<file path="config.mk">
export PLATFORM = sky130hd
export DESIGN_NAME = ysyx_25040129_lsu
export DESIGN_NICKNAME = d
export VERILOG_FILES = /design/src/rtl/ysyx_25040129_lsu_pkg.sv /design/src/rtl/ysyx_25040129_lsu_align.sv /design/src/rtl/ysyx_25040129_lsu.sv
export SDC_FILE = /design/constraint.sdc
export NUM_CORES = 1
export LEC_CHECK = 0
export ABC_AREA = 1
export BUFFER_PORTS_ARGS = -buffer_cell sky130_fd_sc_hd__buf_2
export CORE_MARGIN = 10
export CORE_UTILIZATION = 52
export DETAILED_ROUTE_END_ITERATION = 8
export GPL_ROUTABILITY_DRIVEN = 0
export PLACE_DENSITY_LB_ADDON = 0.05
export REMOVE_ABC_BUFFERS = 1
export SLEW_MARGIN = 40
export SYNTH_ARGS = -nofsm -noshare
export SYNTH_HDL_FRONTEND = slang
export SYNTH_SLANG_ARGS = --single-unit
</file>
<file path="constraint.sdc">
create_clock -name clock -period 3.5 [get_ports clock]
set_input_delay 0 -clock clock [delete_from_list [all_inputs] [get_ports clock]]
set_output_delay 0 -clock clock [all_outputs]
set_load 0.005 [all_outputs]
</file>
<file path="src/rtl/ysyx_25040129_lsu_pkg.sv">
// LSU shared definitions: register/CSR index widths, funct3 load/store
// encodings, AXI response codes and the LSU FSM state encoding.
`ifndef ysyx_25040129_REGS_DIG
`define ysyx_25040129_REGS_DIG 5
`endif
`ifndef ysyx_25040129_CSR_DIG
`define ysyx_25040129_CSR_DIG 12
`endif

package ysyx_25040129_lsu_pkg;
    localparam logic [2:0] F3_B  = 3'b000;
    localparam logic [2:0] F3_H  = 3'b001;
    localparam logic [2:0] F3_W  = 3'b010;
    localparam logic [2:0] F3_BU = 3'b100;
    localparam logic [2:0] F3_HU = 3'b101;

    localparam logic [1:0] RESP_OKAY   = 2'b00;
    localparam logic [1:0] RESP_SLVERR = 2'b10;

    typedef enum logic [2:0] {
        S_IDLE,
        S_AR,
        S_R,
        S_WR,
        S_B,
        S_DONE
    } lsu_state_e;
endpackage

</file>
<file path="src/rtl/ysyx_25040129_lsu_align.sv">
// Combinational byte-lane alignment: load extract (shift + sign/zero extend)
// and store wdata/wstrb generation from the low address bits.
import ysyx_25040129_lsu_pkg::*;

module ysyx_25040129_lsu_align (
    input  logic [1:0]  off,
    input  logic [2:0]  funct3,
    input  logic [31:0] rdata,
    input  logic [31:0] sdata,
    output logic [31:0] ldata,
    output logic [31:0] wdata,
    output logic [3:0]  wstrb
);
    logic [31:0] shifted;
    logic [3:0]  strb_base;

    assign shifted = rdata >> {off, 3'b000};
    assign wdata   = sdata << {off, 3'b000};
    // 4-bit shift truncates strobes that would fall off the word
    assign wstrb   = strb_base << off;

    // load extract by access size/signedness; W uses the raw word
    always_comb begin
        ldata = rdata;
        unique case (funct3)
            F3_B:    ldata = {{24{shifted[7]}}, shifted[7:0]};
            F3_H:    ldata = {{16{shifted[15]}}, shifted[15:0]};
            F3_BU:   ldata = {24'b0, shifted[7:0]};
            F3_HU:   ldata = {16'b0, shifted[15:0]};
            default: ldata = rdata;
        endcase
    end

    // store strobe pattern before positioning
    always_comb begin
        strb_base = 4'b1111;
        case (funct3[1:0])
            2'b00:   strb_base = 4'b0001;
            2'b01:   strb_base = 4'b0011;
            default: strb_base = 4'b1111;
        endcase
    end
endmodule

</file>
<file path="src/rtl/ysyx_25040129_lsu.sv">
// Load/store unit between EXU and WBU with an AXI4-Lite master port.
// Optional YSYX_25040129_DEBUG_EN adds pc/inst passthrough and device flag.
import ysyx_25040129_lsu_pkg::*;

module ysyx_25040129_lsu #(
    parameter logic [31:0] DEV_BASE = 32'hA000_0000,
    parameter logic [31:0] DEV_MASK = 32'hF000_0000
) (
    input  logic                                clock,
    input  logic                                reset,
    input  logic                                is_req_valid_from_exu,
    output logic                                is_req_ready_to_exu,
    input  logic [31:0]                         alu_result_in_lsu,
    input  logic [31:0]                         store_data_in_lsu,
    input  logic                                mem_read_in_lsu,
    input  logic                                mem_write_in_lsu,
    input  logic [2:0]                          funct3_in_lsu,
    input  logic [`ysyx_25040129_REGS_DIG-1:0]  rd_in_lsu,
    input  logic [`ysyx_25040129_CSR_DIG-1:0]   csr_addr_in_lsu,
    input  logic                                csr_write_in_lsu,
    input  logic                                reg_write_in_lsu,
    input  logic                                ebreak_in_lsu,
    output logic [31:0]                         araddr,
    output logic                                arvalid,
    input  logic                                arready,
    input  logic [31:0]                         rdata,
    input  logic [1:0]                          rresp,
    input  logic                                rvalid,
    output logic                                rready,
    output logic [31:0]                         awaddr,
    output logic                                awvalid,
    input  logic                                awready,
    output logic [31:0]                         wdata,
    output logic [3:0]                          wstrb,
    output logic                                wvalid,
    input  logic                                wready,
    input  logic [1:0]                          bresp,
    input  logic                                bvalid,
    output logic                                bready,
    output logic                                is_req_valid_to_wbu,
    input  logic                                is_req_ready_from_wbu,
    output logic [`ysyx_25040129_REGS_DIG-1:0]  rd_out_lsu,
    output logic [31:0]                         result_out_lsu,
    output logic [`ysyx_25040129_CSR_DIG-1:0]   csr_addr_out_lsu,
    output logic                                csr_write_out_lsu,
    output logic                                reg_write_out_lsu,
    output logic                                ebreak_out_lsu,
    output logic                                lsu_access_fault,
    output logic                                is_data_forward_valid_from_lsu,
    output logic [31:0]                         lsu_forward_data
`ifdef YSYX_25040129_DEBUG_EN
    ,
    input  logic [31:0]                         pc_in_lsu,
    input  logic [31:0]                         inst_in_lsu,
    output logic [31:0]                         pc_out_lsu,
    output logic [31:0]                         inst_out_lsu,
    output logic                                is_device_out_lsu
`endif
);
    lsu_state_e  state, next_state;
    logic [1:0]  off_q;
    logic [2:0]  f3_q;
    logic [1:0]  al_off;
    logic [2:0]  al_f3;
    logic [31:0] al_ldata, al_wdata;
    logic [3:0]  al_wstrb;
    logic        accept;

    assign accept                         = (state == S_IDLE) && is_req_valid_from_exu;
    assign is_req_ready_to_exu            = (state == S_IDLE);
    assign is_req_valid_to_wbu            = (state == S_DONE);
    assign is_data_forward_valid_from_lsu = is_req_valid_to_wbu && reg_write_out_lsu;
    assign lsu_forward_data               = result_out_lsu;

    // store alignment needs live inputs at accept; load extract uses latched offset/size
    assign al_off = (state == S_IDLE) ? alu_result_in_lsu[1:0] : off_q;
    assign al_f3  = (state == S_IDLE) ? funct3_in_lsu : f3_q;

    ysyx_25040129_lsu_align u_align (
        .off    (al_off),
        .funct3 (al_f3),
        .rdata  (rdata),
        .sdata  (store_data_in_lsu),
        .ldata  (al_ldata),
        .wdata  (al_wdata),
        .wstrb  (al_wstrb)
    );

    // state register
    always_ff @(posedge clock) begin
        if (reset) state <= S_IDLE;
        else       state <= next_state;
    end

    // next-state: store wins when both mem_read and mem_write are set
    always_comb begin
        next_state = state;
        case (state)
            S_IDLE: if (is_req_valid_from_exu) begin
                if (mem_write_in_lsu)     next_state = S_WR;
                else if (mem_read_in_lsu) next_state = S_AR;
                else                      next_state = S_DONE;
            end
            S_AR:   if (arready) next_state = S_R;
            S_R:    if (rvalid)  next_state = S_DONE;
            // each of AW/W is done once its valid has dropped or handshakes now
            S_WR:   if ((!awvalid || awready) && (!wvalid || wready)) next_state = S_B;
            S_B:    if (bvalid)  next_state = S_DONE;
            S_DONE: if (is_req_ready_from_wbu) next_state = S_IDLE;
            default: next_state = S_IDLE;
        endcase
    end

    // registered bundle and AXI outputs
    always_ff @(posedge clock) begin
        if (reset) begin
            araddr <= '0; arvalid <= 1'b0; rready <= 1'b0;
            awaddr <= '0; awvalid <= 1'b0; wdata <= '0; wstrb <= '0; wvalid <= 1'b0;
            bready <= 1'b0;
            rd_out_lsu <= '0; result_out_lsu <= '0; csr_addr_out_lsu <= '0;
            csr_write_out_lsu <= 1'b0; reg_write_out_lsu <= 1'b0; ebreak_out_lsu <= 1'b0;
            lsu_access_fault <= 1'b0; off_q <= '0; f3_q <= '0;
        end else begin
            case (state)
                S_IDLE: if (accept) begin
                    rd_out_lsu        <= rd_in_lsu;
                    result_out_lsu    <= alu_result_in_lsu;
                    csr_addr_out_lsu  <= csr_addr_in_lsu;
                    csr_write_out_lsu <= csr_write_in_lsu;
                    reg_write_out_lsu <= reg_write_in_lsu && !mem_write_in_lsu;
                    ebreak_out_lsu    <= ebreak_in_lsu;
                    lsu_access_fault  <= 1'b0;
                    off_q             <= alu_result_in_lsu[1:0];
                    f3_q              <= funct3_in_lsu;
                    if (mem_write_in_lsu) begin
                        awaddr  <= alu_result_in_lsu;
                        wdata   <= al_wdata;
                        wstrb   <= al_wstrb;
                        awvalid <= 1'b1;
                        wvalid  <= 1'b1;
                    end else if (mem_read_in_lsu) begin
                        araddr  <= alu_result_in_lsu;
                        arvalid <= 1'b1;
                    end
                end
                S_AR: if (arready) begin
                    arvalid <= 1'b0;
                    rready  <= 1'b1;
                end
                S_R: if (rvalid) begin
                    rready           <= 1'b0;
                    result_out_lsu   <= al_ldata;
                    lsu_access_fault <= (rresp != RESP_OKAY);
                end
                S_WR: begin
                    if (awready) awvalid <= 1'b0;
                    if (wready)  wvalid  <= 1'b0;
                    if ((!awvalid || awready) && (!wvalid || wready)) bready <= 1'b1;
                end
                S_B: if (bvalid) begin
                    bready           <= 1'b0;
                    lsu_access_fault <= (bresp != RESP_OKAY);
                end
                default: ;
            endcase
        end
    end

`ifdef YSYX_25040129_DEBUG_EN
    // debug trace registers captured with the bundle
    always_ff @(posedge clock) begin
        if (reset) begin
            pc_out_lsu <= '0; inst_out_lsu <= '0; is_device_out_lsu <= 1'b0;
        end else if (accept) begin
            pc_out_lsu        <= pc_in_lsu;
            inst_out_lsu      <= inst_in_lsu;
            is_device_out_lsu <= (mem_read_in_lsu || mem_write_in_lsu) &&
                                 ((alu_result_in_lsu & DEV_MASK) == DEV_BASE);
        end
    end
`endif
endmodule

</file>
-- After elaboration in Yosys (flattened, before gate mapping)
Index checks and enable logic that the tools add are counted.
- register bits after elaboration: 166
- word-level logic and storage cells: 112
- eq/ne operators: 21
- shifts and indexed selects: 3
- muxes and demuxes: 37
- bitwise operators: 1
- reductions and logical operators: 31
- operator list (cell ; count):
    $pmux W32 S4 ; 1
    $mux W32 ; 2
    $pmux W32 S2 ; 1
    $shl A32 B5 Y32 ; 1
    $shr A32 B5 Y16 ; 1
    $mux W3 ; 9
    $pmux W3 S6 ; 1
    $ne A2 B2 Y1 const B ; 8
    $reduce_and A4 Y1 ; 4
    $mux W1 ; 15
    $reduce_bool A2 Y1 ; 7
    $eq A3 B3 Y1 const B ; 4
    $reduce_and A3 Y1 ; 4
    $pmux W1 S2 ; 5
    $ne A2 B1 Y1 const B ; 4
    $pmux W4 S2 ; 1
    $eq A3 B1 Y1 const B ; 2
    $eq A3 B2 Y1 const B ; 2
    $logic_not A3 Y1 ; 2
    $reduce_and A6 Y1 ; 1
    $reduce_and A5 Y1 ; 1
    $logic_and A1 B1 Y1 ; 4
    $shl A4 B2 Y4 ; 1
    $logic_not A1 Y1 ; 3
    8 further kinds ; 9

-- Depth between registers and ports, before layout
Gate-level depths: netlist (run 1).
- depth after elaboration: 6
- mapped depth: 13

-- By module
A second synthesis (run 1) with hierarchy kept.
- cell total of the unflattened synthesis: 1226
- area total of the unflattened synthesis: 8112.8 um^2
- by module, submodules not included (module ; instances ; cells an instance ; area an instance (um^2) ; seq. area each (um^2)):
    ysyx_25040129_lsu ; 1 ; 932 ; 6766.5 ; 3323.2
    ysyx_25040129_lsu_align ; 1 ; 294 ; 1346.3 ; 0.0

-- Least setup slack after synthesis (run 1)
No wires, ideal clock.
- kind: register -> register
- from: register state[1]
- to: register result_out_lsu[21], in the netlist lsu_forward_data[21]
- arrival: 1.595 ns
- required time: 3.364 ns
- path slack: 1.769 ns
- stages on the path, launching flop included: 12
- path buffers: 3
- clock period less this slack: 1.731 ns
- cell sequence: dfxtp_1 -> buf_2 -> nor2_8 -> nand2_8 -> o21ai_1 -> buf_2 -> o21ai_1 -> nand3_1 -> nand2_4 -> buf_8 -> o21bai_2 -> a21oi_2
- cells in the longest elaborated chain, start to end: 6
- elaborated cells between the ends (all ways): 17
- ends and longest elaborated chain (element ; RTL line ; text):
    start: declaration ; ysyx_25040129_lsu.sv:60 ; lsu_state_e state, next_state;
    start signal: assignment ; ysyx_25040129_lsu.sv:92 ; else state <= next_state;
    $logic_not A3 Y1 ; - ;
    $mux W2 or $mux W3 (tied branches) ; ysyx_25040129_lsu.sv:76, ysyx_25040129_lsu.sv:77 ;
    $shr A32 B5 Y16, or another cell as far along ; ysyx_25040129_lsu_align.sv:17 ; assign shifted = rdata >> {off, 3'b000};
    $pmux W32 S4 ; ysyx_25040129_lsu_align.sv:25 ; unique case (funct3)
    $mux W32 ; ysyx_25040129_lsu.sv:150 ; S_R: if (rvalid) begin
    $pmux W32 S2 ; ysyx_25040129_lsu.sv:124 ; case (state)
    end signal: assignment ; ysyx_25040129_lsu.sv:127 ; result_out_lsu <= alu_result_in_lsu;
    end signal: assignment ; ysyx_25040129_lsu.sv:152 ; result_out_lsu <= al_ldata;
    end: declaration ; ysyx_25040129_lsu.sv:43 ; output logic [31:0] result_out_lsu,
Several ways; a longest one is shown, not always the timed one. The select of a mux whose other input is x is not followed.
A chain may end at the register's enable or synchronous reset.

-- Final worst setup path (run 1)
- from: register state[1]
- to: register lsu_access_fault
- cells in the longest elaborated chain, start to end: 4
- elaborated cells between the ends (all ways): 10
- ends and longest elaborated chain (element ; RTL line ; text):
    $logic_not A3 Y1 ; ysyx_25040129_lsu.sv:69, ysyx_25040129_lsu.sv:124 ;
    $logic_and A1 B1 Y1 ; ysyx_25040129_lsu.sv:69 ; assign accept = (state == S_IDLE) && is_req_valid_from_exu;
    $ne A2 B1 Y1 (no source line) ; - ;
    $reduce_and A4 Y1 (no source line) ; - ;
    end signal: assignment ; ysyx_25040129_lsu.sv:153 ; lsu_access_fault <= (rresp != RESP_OKAY);
    end signal: assignment ; ysyx_25040129_lsu.sv:162 ; lsu_access_fault <= (bresp != RESP_OKAY);
    end: declaration ; ysyx_25040129_lsu.sv:48 ; output logic lsu_access_fault,
Several ways; a longest one is shown, not always the timed one.

==> results of run 1 <==
cell type report:
cell class,count,area (sq um),share of cell area
Multi-Input combinational cell,768,3720,0.333
Sequential cell,166,3320,0.297
Timing Repair Buffer,451,2850,0.255
Clock buffer,22,474,0.0425
Inverter,92,345,0.0309
Tap cell,188,235,0.0211
Clock inverter,10,215,0.0193
Antenna cell,2,5.00,0.000448
placed cells by master, fill, tap and decap left out, types with 7 or more instances in the layout:
cell type,netlist,routed
buf_2,32,326
nand2_1,238,237
dfxtp_1,166,166
o21ai_0,159,159
nor2_1,128,128
a21oi_1,111,111
dlygate4sd3_1,0,111
inv_1,88,86
nand3_1,28,28
clkbuf_16,0,17
o211ai_1,13,13
nor3_1,13,13
buf_4,32,13
o21bai_2,10,10
a21oi_2,10,10
o21bai_1,9,9
o221ai_1,7,7
state kept, by name, indices dropped and copies added (netlist names), 2 cells and up:
| name | flops |
|---|---|
| wdata | 32 |
| f3_q | 3 |
| off_q | 2 |
| rd_out_lsu | 5 |
| csr_addr_out_lsu | 12 |
| araddr | 32 |
| wstrb | 4 |
| state | 3 |
| awaddr | 32 |
| lsu_forward_data | 32 |
cell families after synthesis:
| group | Yosys count | synth area share |
|---|---|---|
| DFF | 166 | 0.417 |
| buffers and inverters | 198 | 0.116 |
| and+or+nand+nor | 429 | 0.225 |
| AOI/OAI and AO/OA | 339 | 0.242 |
tightest hold or removal path, cell delays in order:
cell,delay [ns]
buf_2,0.09
o22ai_1,0.09
o21ai_0,0.15
a21oi_1,0.06
power groups by stage:
stage	Sequential (mW)	Clock, mW	Combinational (mW)
2_1_floorplan	2.61	0	2.37
3_5_place_dp	2.59	0	3.88
3_3_place_gp	2.58	0	3.84
6_report	2.56	2.19	4.15
4_1_cts	2.55	2.22	4.12
5_1_grt	2.61	2.28	4.67
how the worst max path moves through the flow:
| stage | start | cells after the start | slack (ns) | end |
|---|---|---|---|---|
| floorplan | state[1] | 8 | 0.63 | wdata[24] |
| global placement | state[1] | 10 | 1.01 | lsu_forward_data[6] |
| detailed placement | state[1] | 8 | 0.95 | awaddr[12] |
| CTS | state[1] | 9 | 0.46 | lsu_access_fault |
| global route | state[1] | 9 | 0.25 | lsu_access_fault |
| finish | state[1] | 9 | 0.41 | lsu_access_fault |
metrics by stage:
stage	total power [mW]	cells	hold slack (ns)	util	setup WS [ns]
2_1_floorplan	4.97	1026	0.0624	-	0.628
3_3_place_gp	6.42	1554	0.207	0.620	1.01
3_5_place_dp	6.46	1554	0.224	0.620	0.947
4_1_cts	8.90	1697	0.00132	0.740	0.462
5_1_grt	9.56	1697	0.0280	0.740	0.246
6_report	8.91	1699	0.00903	0.740	0.411
layer usage:
| metal | up-vias | global-route usage | share of wire |
|---|---|---|---|
| li1 | 4389 | - | - |
| met1 | 4050 | 0.336 | 0.40 |
| met2 | 382 | 0.462 | 0.48 |
| met3 | 46 | 0.0799 | 0.092 |
| met4 | 0 | 0.0983 | 0.021 |
| met5 | - | 0 | 0 |
==> impl_results.md, run 1 <==
* Initial antenna violation count at 0
* Nets at between 1500 and 2000
* Critical path class: register to register
* Worst path required time at around 3.9 ns
* VDD IR max at approximately 0.00053 V
* Gr ovfl total at 0
* Max clock buf depth at 2
* Leakage at between 5 and 6 nW
* Reg power frac at 0.288
* Std-Cell Rows at 45
* Combinational Power Share at 0.466
* Switch share at 0.417
* Post-synth top flop: dfxtp_1
* Total CTS buffers at 17
* Critical Path Fanout Max at a little under 50
* Achievable Freq at about 0.32 GHz
* Initial Util at 0.528
* Synth top cells by count: 238 x nand2_1, 166 x dfxtp_1, 159 x o21ai_0
* First-pass GRT wire length at about 46 mm
* Vias per cell at roughly 5.2
* # DRC at 0
* Placeable Area at approximately 15000 sq um
* Placed inst area at around 9400 sq um
* Design area at around 11000 sq um
* Synth top area share at 0.417
* Largest net degree at the start of global routing at 74
* Synth area leader: dfxtp_1
* Cell mode on critical path: dlygate4sd3_1
* Element type at the critical path end: register
* Netlist Area Pre-Place at approximately 8000 sq um
* Final-report hold violation count at 0
* Min-Delay Endpoint: awvalid
* Total of max-cap violations at 0
* Syn Area/Cell at 7.04 sq um
* Clock skew at 0.0102 ns
* Via count at slightly below 9000
* Fill cells at 1254
* Clk_lat worst skew at about 0.43 ns
* Crit-path max cell delay at 0.59 ns
* Detail Route Antenna Nets at 0
* Post-CTS Setup Bufs at 0
* Hold buffer count at CTS at roughly 110
* CTS root buffer: clkbuf_16
* Tot GR Track Use at 0.278
* Post-cts resize count at 0
* Yosys cell types at 39
* Die height at between 100 and 150 um
* EDFF count, synth at 0
* Clk pin slew, worst setup/hold paths at around 0.07 ns
* Crit path DAT at approximately 3.5 ns
* Cells on Worst Hold Path at 4
* Crit share post-route at 0.882
* Routed WL per cell at roughly 17 um
* Net Sw Power at 3.71 mW
* WL final at 29.4 mm
* Worst path bufs/invs at 4
* Cell count after synthesis at 1132
* CP top delay family: buffers and inverters
* Critical Path Source Type: register
* H-tree depth at 4
* Most frequent cell after synthesis: nand2_1
* Worst-path cell chain: nand2_2 -> inv_2 -> buf_4 -> o21ai_0 -> dlygate4sd3_1 -> nand2_1 -> dlygate4sd3_1 -> nor3_1 -> nor2_1
* Power Dens Cells at roughly 800 nW/um^2
* Sequential area share after synthesis at 0.417
* Clock group share of total power at 0.246
* Initial DRT Pass Iterations at 5
* Min Tclk post-route at just over 3 ns
* Number of global-route vias before repair at around 8700
* Power Internal at 5.19 mW
* Worst Hold Launch: mem_write_in_lsu
* Starting DRT DRC Count at 567
* Die area at 20700 sq um
* Reg2reg setup slack at 0.41 ns
* Ys Warns at 0
* Top-Level Pins at between 300 and 400
* Area contributors post-synth: dfxtp_1 42%, nand2_1 11%, o21ai_0 10%
* Worst rel slew slack at 0.459
* Run status: finished clean
* CTS tree: done
* #FFs+latches synth at 166
* CP max stage cell: dlygate4sd3_1
* R2r startpoint: state[1]
* Async SR Flop Fraction at 0
* Share of cells above drive strength 1 at 0.278
* Clock sinks at between 150 and 200
* Port bufs at around 330
* Worst Hold Class: input pin to register
* Tightest Pin Transition at between 0.8 and 0.9 ns
* Width of the die at approximately 140 um
* Crit Reg-Reg Endpoint: lsu_access_fault
* R2R cell count at 9
* Setup TNS at 0 ns
* Max-slew violations at 0
* RSZ-0062 raised after global routing: no
* Area Overhead vs Synth at 40.3%
* Hpwl dp at roughly 20 mm
* Final setup vio count at 0
Note: power is estimated with default switching activity, not from simulation.
==> run 2, diff against run 1 <==
- CORE_UTILIZATION: 52 -> 40
==> run 2 against run 1 <==
  * Combinational power barely moved
  * Via count down 2.3%
  * Sequential power hardly changed
  * Largest power group unchanged
==> impl_results.md, run 2 (synthesized netlist as in run 1, its figures left out) <==
* Run status: finished clean
* Top-Level Pins at ~330
* Largest net degree at the start of global routing at 74
* Routed WL per cell at 16.8 um
* H-tree depth at 4
* Worst path required time at 3.87 ns
* Total CTS buffers at 17
* Setup TNS at 0 ns
* Area Overhead vs Synth at 40.5%
* Worst rel slew slack at 0.531
* Die area at roughly 26000 sq um
* CTS root buffer: clkbuf_16
* Most frequent cells in the layout: 325 x buf_2, 237 x nand2_1, 166 x dfxtp_1, 159 x o21ai_0, 128 x nor2_1
* Crit share post-route at 0.870
* VDD IR max at ~0.00044 V
* Total of max-cap violations at 0
* Detail Route Antenna Nets at 0
* Placeable Area at a little under 20000 sq um
* Max clock buf depth at 2
* Power Dens Cells at 781 nW/um^2
* Clock skew at 0.00967 ns
* Total Power at 8.74 mW
* RSZ-0062 raised after global routing: no
* Port bufs at between 300 and 400
* Die height at around 160 um
* Max-slew violations at 0
* Via count at around 8700
* Final-report hold violation count at 0
* Critical Path Fanout Max at just under 50
* Std-Cell Rows at 51
* Initial antenna violation count at 2
* Most common cell after layout, fill and taps aside: buf_2
* Final setup vio count at 0
* Post-CTS Setup Bufs at 0
* Share of cells above drive strength 1 at 0.279
* Tightest Pin Transition at roughly 0.7 ns
* # DRC at 0
* Number of global-route vias before repair at between 8000 and 9000
* Gr ovfl total at 0
* Clk_lat worst skew at around 0.43 ns
* Clock sinks at between 150 and 200
* CTS tree: done
* Initial DRT Pass Iterations at 5
* Critical path class: register to register
* Width of the die at 161 um
* Nets at about 1600
* Vias per cell at about 5
* Initial Util at 0.408
* Leakage at ~5.4 nW
* Hpwl dp at 20.9 mm
* Post-cts resize count at 0
* Starting DRT DRC Count at around 540
* Hold buffer count at CTS at roughly 110
* Critical Path Source Type: register
* Min Tclk post-route at just over 3 ns
* Crit path DAT at 3.41 ns
* Achievable Freq at around 0.33 GHz
* Clk pin slew, worst setup/hold paths at ~0.07 ns
* Element type at the critical path end: register
* First-pass GRT wire length at ~47 mm
* WL final at between 20 and 30 mm
* Worst Hold Class: input pin to register
* Tot GR Track Use at 0.223
-- run 2: cell types whose count changed in the layout (fill, tap and decap cells not counted), moves of 2 or more --
cell,delta
inv_6,+3
dlygate4sd3_1,-4
inv_8,+3
buf_4,-2
clkbuf_1,-2
clkbuf_8,-2
bufinv_16,-3
-- run 2: final timing paths --
kind / startpoint / endpoint / slack, ns / depth (start not counted)
hold reg to reg: wdata[6] / wdata[6] / 0.46 / 2
setup / recovery: state[1] / lsu_access_fault / 0.45 / 9
setup reg to reg: state[1] / lsu_access_fault / 0.45 / 9
hold / removal: rdata[18] / lsu_forward_data[18] / 0.02 / 5
-- run 2: metrics by stage --
stage                     hold WS, ns  area [sq um]  instances  setup WS (ns)   util
after detailed placement        0.215          9470       1629          0.825  0.485
final                          0.0159         11200       1771          0.454  0.573
after global placement          0.209          9470       1629          0.914  0.485
after floorplan                0.0624          7380       1026          0.628      -
after global routing           0.0314         11200       1769          0.299  0.573
after CTS                     0.00225         11200       1767          0.485  0.572
-- run 2: worst max-delay path, cell delays in order (launching register included) --
cell and delay, ns:
dfxtp_1 0.53, nand2_2 0.33, inv_2 0.18, buf_4 0.41, o21ai_0 0.16, dlygate4sd3_1 0.59, nand2_1 0.06, dlygate4sd3_1 0.54
nor3_1 0.05, nor2_1 0.12
-- run 2: per-layer routing --
metal | GRT usage | part of all wire | vias up
li1 | - | - | 4389
met1 | 0.281 | 0.45 | 3988
met2 | 0.367 | 0.47 | 268
met3 | 0.0671 | 0.072 | 15
met4 | 0.0476 | 0.0080 | 0
met5 | 0 | 0 | -
-- run 2: report_power, final --
group          switching [mW]  internal, mW
registers               0.269          2.29
clock network           0.856          1.17
logic                    2.65          1.51
total                    3.77          4.96
-- run 2: final cells by class --
cell class,instances,area [sq um]
Tap cell,265,332
Multi-Input combinational cell,768,3730
Antenna cell,3,7.51
Fill cell,1915,8340
Clock inverter,13,185
Inverter,92,348
Sequential cell,166,3320
Timing Repair Buffer,446,2830
Clock buffer,18,439
